**src/rtl/parallel_serial_pkg.sv**
```systemverilog
// Shared defaults and helpers for the serial-link parallel-to-serial converter.
package parallel_serial_pkg;
  localparam int         PS_WIDTH = 8;
  localparam logic [7:0] PS_IDLE  = 8'hBC;

  function automatic int ps_cnt_width(input int w);
    return $clog2(w);
  endfunction
endpackage

```
**src/rtl/ps_hold_buf.sv**
```systemverilog
// One-word holding buffer: captures a word accepted mid-word, releases it at the next boundary.
module ps_hold_buf #(
  parameter int W = 8
) (
  input  logic         clk_32f,
  input  logic         reset,
  input  logic         valid_in,
  input  logic [W-1:0] data_in,
  input  logic         boundary,
  output logic         ready_out,
  output logic [W-1:0] hold,
  output logic         hold_v
);
  logic accept;

  assign ready_out = !hold_v;
  assign accept    = valid_in & ready_out;

  // A boundary accept bypasses the buffer and goes straight into the shifter.
  always_ff @(posedge clk_32f or negedge reset) begin
    if (!reset) begin
      hold   <= '0;
      hold_v <= 1'b0;
    end else if (boundary && hold_v) begin
      hold_v <= 1'b0;
    end else if (accept && !boundary) begin
      hold   <= data_in;
      hold_v <= 1'b1;
    end
  end
endmodule

```
**src/rtl/parallel_serial_param.sv**
```systemverilog
// Parallel-to-serial converter: W-bit words in via valid/ready, one bit per clk_32f out,
// IDLE_WORD filled in at word boundaries when nothing is pending.
module parallel_serial_param
  import parallel_serial_pkg::*;
#(
  parameter int                    DATA_WIDTH = PS_WIDTH,
  parameter logic [DATA_WIDTH-1:0] IDLE_WORD  = PS_IDLE,
  parameter bit                    LSB_FIRST  = 1'b0
) (
  input  logic                  clk_32f,
  input  logic                  reset,
  input  logic                  valid_in,
  input  logic [DATA_WIDTH-1:0] data_in,
  output logic                  ready_out,
  output logic                  data_out,
  output logic                  frame_out,
  output logic                  data_flag,
  output logic                  underrun
);
  localparam int            W    = DATA_WIDTH;
  localparam int            CW   = ps_cnt_width(W);
  localparam logic [CW-1:0] LAST = CW'(W - 1);

  logic [W-1:0]  sh;
  logic [CW-1:0] cnt;
  logic [W-1:0]  hold;
  logic          hold_v;
  logic          cur_data;
  logic          prev_data;
  logic          accept;
  logic          boundary;

  assign accept   = valid_in & ready_out;
  assign boundary = (cnt == LAST);

  ps_hold_buf #(.W(W)) u_hold (
    .clk_32f  (clk_32f),
    .reset    (reset),
    .valid_in (valid_in),
    .data_in  (data_in),
    .boundary (boundary),
    .ready_out(ready_out),
    .hold     (hold),
    .hold_v   (hold_v)
  );

  always_ff @(posedge clk_32f or negedge reset) begin
    if (!reset) begin
      sh        <= '0;
      cnt       <= LAST;
      cur_data  <= 1'b0;
      prev_data <= 1'b0;
      underrun  <= 1'b0;
    end else if (boundary) begin
      cnt       <= '0;
      prev_data <= cur_data;
      if (hold_v) begin
        sh       <= hold;
        cur_data <= 1'b1;
        underrun <= 1'b0;
      end else if (accept) begin
        sh       <= data_in;
        cur_data <= 1'b1;
        underrun <= 1'b0;
      end else begin
        sh       <= IDLE_WORD;
        cur_data <= 1'b0;
        underrun <= cur_data;
      end
    end else begin
      sh       <= LSB_FIRST ? (sh >> 1) : (sh << 1);
      cnt      <= cnt + 1'b1;
      underrun <= 1'b0;
    end
  end

  // cnt resets to W-1 (never 0 for W>=2), so frame_out stays low until the first boundary.
  assign data_out  = LSB_FIRST ? sh[0] : sh[W-1];
  assign frame_out = (cnt == '0);
  assign data_flag = cur_data;
endmodule

```
**config.mk**
```make
export PLATFORM = sky130hd
export DESIGN_NAME = parallel_serial_param
export DESIGN_NICKNAME = d
export VERILOG_FILES = /design/src/rtl/parallel_serial_pkg.sv /design/src/rtl/ps_hold_buf.sv /design/src/rtl/parallel_serial_param.sv
export SDC_FILE = /design/constraint.sdc
export NUM_CORES = 1
export LEC_CHECK = 0
export ABC_AREA = 1
export CORE_UTILIZATION = 40
export CTS_CLUSTER_DIAMETER = 150
export DETAILED_ROUTE_END_ITERATION = 7
export GPL_TIMING_DRIVEN = 0
export PLACE_DENSITY_LB_ADDON = 0.1
export SYNTH_ARGS = -nofsm -noshare
export SYNTH_HDL_FRONTEND = slang
export SYNTH_SLANG_ARGS = --single-unit
export TNS_END_PERCENT = 1
```
**constraint.sdc**
```tcl
create_clock -name clk_32f -period 1.75 [get_ports clk_32f]
set_input_delay 0.35 -clock clk_32f [delete_from_list [all_inputs] [get_ports clk_32f]]
set_output_delay 0.35 -clock clk_32f [all_outputs]
set_load 0.05 [all_outputs]
```
## Word-level counts from Yosys, hierarchy flattened

Index checks and enable logic that the tools add are counted.

- Mux-type cells: 11
- Add/sub/neg operators: 1
- Equality and inequality tests: 1
- Bitwise gates (word level): 2
- Reductions and logical operators: 7

Operators by type and width:

| operator | number |
|---|---|
| 8-bit two-way mux | 3 |
| 1-bit two-way mux | 7 |
| 3-bit by 1-bit adder with 3-bit output (second input constant) | 1 |
| 3-bit == test (second input constant) | 1 |
| 3-bit zero test | 1 |
| 3-bit two-way mux | 1 |
| 1-bit logical AND | 2 |
| 1-bit zero test | 2 |
| 2-bit AND reduction | 1 |
| 2-bit nonzero test | 1 |
| 1-bit bitwise AND | 1 |
| 1-bit inverter | 1 |

- Output and inout port bits: 5
- Input port bits: 11
- Flip-flop bits (word level): 22
- Logic and storage cells: 28

## Longest topological paths before layout

Gate-level depths: netlist (run 1).

- Depth after elaboration: 5
- Gate-level depth with buffers: 6
- Gate-level depth less buffers: 6

## Modules after synthesis

Synthesis (run 1) repeated with hierarchy kept, for this count alone.

- Cells, all modules: 126
- Area, all modules: 1,048.5 um^2

Modules (own cells, without submodules):

| module | area each (um^2) | instances | cells each | sequential area each (um^2) |
|---|---|---|---|---|
| parallel_serial_param | 668.1 | 1 | 87 | 329.1 |
| ps_hold_buf | 380.4 | 1 | 39 | 225.2 |

## Least setup slack after synthesis (run 1)

No wires, ideal clock.

- Path kind: register to output
- Start: register cnt[0]
- End: output frame_out
- Required time: 1.400 ns
- Cell stages (with the launch flop): 5
- Arrival: 1.204 ns
- Path slack: 0.196 ns
- Buffers on the path: 0
- Cell sequence: dfstp_2 > inv_1 > ha_1 > inv_1 > nor2_1

- Longest elaborated chain between the ends: 1

Ends and longest elaborated chain:

| what | line | RTL |
|---|---|---|
| start, declared | parallel_serial_param.sv:25 | `logic [CW-1:0] cnt;` |
| start signal, assigned | parallel_serial_param.sv:72 | `cnt <= cnt + 1'b1;` |
| 3-bit zero test | parallel_serial_param.sv:79 | `assign frame_out = (cnt == '0);` |
| end, declared | parallel_serial_param.sv:16 | `output logic frame_out,` |

No other way between the ends.

## Worst setup path after layout (run 1)

- Start: register u_hold.hold_v
- End: output ready_out

- Longest elaborated chain between the ends: 1

Ends and longest elaborated chain:

| what | line | RTL |
|---|---|---|
| start, declared | ps_hold_buf.sv:12 | `output logic hold_v` |
| start signal, assigned | ps_hold_buf.sv:23 | `hold_v <= 1'b0;` |
| start signal, assigned | ps_hold_buf.sv:25 | `hold_v <= 1'b0;` |
| start signal, assigned | ps_hold_buf.sv:28 | `hold_v <= 1'b1;` |
| 1-bit zero test | ps_hold_buf.sv:16 | `assign ready_out = !hold_v;` |
| end, declared | parallel_serial_param.sv:14 | `output logic ready_out,` |

No other way between the ends.

==> flow_summary.toml, run 1 <==
[final_layout]
syn2layout_area_growth_pct = 22.18
antenna_cells_inserted = 0
layout.cells.non_filler = 165
layout-drive-gt1-share = 0.1168
n_fill_cell = 210
layout_common_cells = "nand2_1, dfrtp_1, inv_1, a21oi_1, clkdlybuf4s50_1"
layout.cells.most_common = "nand2_1"
ff_latch_area_um2 = 554.3
fin_nets = 153
multi_input_area_um2 = 366.6
utilization = 0.5360

[power]
ir_drop_uv = 654.8
combPwrFrac = 0.134
leakagePower_uw = 0.0006517
switching_share = 0.2540
p_int_uw = 733.8
seq_power_share = 0.582
p_clk_frac = 0.284
power.density_nw_per_um2 = 806.3
switchingPower_uw = 249.8

[floorplan]
die_w_um = 51.96
io_pins = 16
coreArea_um2 = 2276
rows = 17
initial_utilization = 0.4387
die-area_um2 = 2700
die_y_um = 51.96

[run]
maxCapViolations = 0

[timing]
setup_slack_ns = 0.07416
period_share = 0.9576
worst_slew_pin_slew_ns = 0.9727
fin_crit_ns = 1.676
maxSlewHeadroom = 0.3495
fin_tns_setup_ns = 0
final_hold_viol_count = 0
clock.fmax_ghz = 0.5967
finalMaxSlewViolations = 0
fin_worst_skew_ns = 0.001968
rsz0062_at_grt = "yes"
setup_violations = 0
hold_ws_ns = 0.4667

[synth]
synth_seq_area_share = 0.5551
synth-seq-cells = 22
syn-cell-area_um2 = 998.5
syn_area_per_cell_um2 = 8.462
yosysTopAreaCell = "dfrtp_1"
synth_top_area_share = 0.4762
synthCells = 118
yosysWarnings = 0
synthesis.nets = 133
netlist-cell-type-count = 16
synth_area_leaders = "dfrtp_1, nand2_1, dfstp_2, inv_1, a21oi_1"

[route]
route.detailed.drc = 0
first_iter_violations = 16
dr.max_layer_used = "met4"
vias = 777
first_pass_iters = 3
wl_per_cell_um = 10.90
wl_met2_um = 852
drt_wl_total_um = 1798
vias_per_cell = 4.709
m1WireLength_um = 847
wl_met3_um = 82
ant_nets = 0

[clock_tree]
cts_tree = "built"
cts_sinks = 22
clock_latency_ns = 0.30
root_buffer = "clkbuf_4"
numCtsBuffers = 3
htreeDepth = 1
cts_buffer_depth = 2
clk_pin_slew_ns = 0.12
hold_buffers = 0

[critical_path]
cp_data_arrival_time_ns = 1.33
crit_type = "flop to output port"
cp.required_ns = 1.40
crit_path_start_kind = "flop"
crit_path_end_kind = "output port"
r2r_slack_ns = 0.12
cp_max_fo = 4

[global_routing]
grt_pass1_wl_um = 3208
grt.overflow.total = 0
grt_antenna_before_repair = 0
grt_start_max_net_pins = 23
grt_pass1_vias = 733
track_usage = 0.1678

[placed_design]
pre_cts_ws_ns = -0.1090
placed_cells = 161
io_buffers = 15
gp_congestion = 0.7656
hpwl_um = 1243

[status]
outcome = "finished clean"

[min_path]
hp-class = "flop to flop"
[Yosys cell counts, drive strengths merged]
library cell  instances
nand2                48
dfrtp                19
inv                  18
a21oi                11
nor2                  7
ha                    4
dfstp                 3
nand3                 3
buf                   2
and3                  1
nor3                  1
o21ai                 1
[per-stage QoR]
stage | instance area, µm² | total power [µW]
floorplan | 998.5 | 656.4
global placement | 1184 | 715.7
detailed placement | 1184 | 717.8
CTS | 1219 | 992.2
global route | 1220 | 1034
finish | 1220 | 983.6
[final cells by class]
| cell class | count | share of cell area |
|---|---|---|
| sequential | 22 | 0.4544 |
| multi-input combinational | 76 | 0.3005 |
| timing repair buffer | 15 | 0.1210 |
| inverter | 18 | 0.05538 |
| clock buffer | 4 | 0.02974 |
| tap | 28 | 0.02872 |
| buffer | 2 | 0.01026 |
[critical path: stages, from the launching register on]
cell,delay [ns]
dfrtp_1,0.47
inv_1,0.16
clkdlybuf4s18_2,0.39
[per-layer routing]
metal  vias up  GRT usage
li1        397          -
met1       363     0.2206
met4         0    0.04054
met2        15     0.2607
met3         2    0.06140
met5         -          0
[path summary, 6_finish.rpt]
| check | cells after the start | endpoint | from |
|---|---|---|---|
| min reg2reg | 2 | sh[4] | sh[3] |
| max in group asynchronous | 1 | u_hold.hold[1] | reset |
| min in group asynchronous | 1 | u_hold.hold[5] | reset |
| min | 2 | sh[4] | sh[3] |
| max reg2reg | 6 | sh[6] | cnt[0] |
| max | 2 | ready_out | u_hold.hold_v |
[kinds of logic after synthesis]
group / share of synthesized area
DFF: 0.5551
adders and majority gates: 0.05013
buffers and inverters: 0.08019
AOI/OAI and AO/OA: 0.06014
and+or+nand+nor: 0.2544
[state kept, by name, summed over array words and instances, names as in the netlist]
| name | count |
|---|---|
| cnt | 3 |
| data_flag | 1 |
| sh | 8 |
| u_hold.hold | 8 |
| u_hold.hold_v | 1 |
| underrun | 1 |
[power by group through the flow]
| stage | sequential, µW | clock (µW) | combinational (µW) |
|---|---|---|---|
| 2_1_floorplan | 591 | 0 | 65.5 |
| 3_3_place_gp | 581 | 0 | 134 |
| 3_5_place_dp | 582 | 0 | 136 |
| 4_1_cts | 572 | 286 | 134 |
| 5_1_grt | 577 | 308 | 149 |
| 6_report | 572 | 280 | 132 |
[repair_timing]
item                       CTS  global route
setup endpoints to repair    5             5
setup buffers                0             0
gates resized for setup      9             7
hold endpoints to repair     0             0
Power figures use the tool's default switching activity.
==> run 2, diff against run 1 <==
- CTS_CLUSTER_DIAMETER: 150 -> 30
==> results of run 2 <==
Final layout, timing and power as in run 1 (identical DEF).
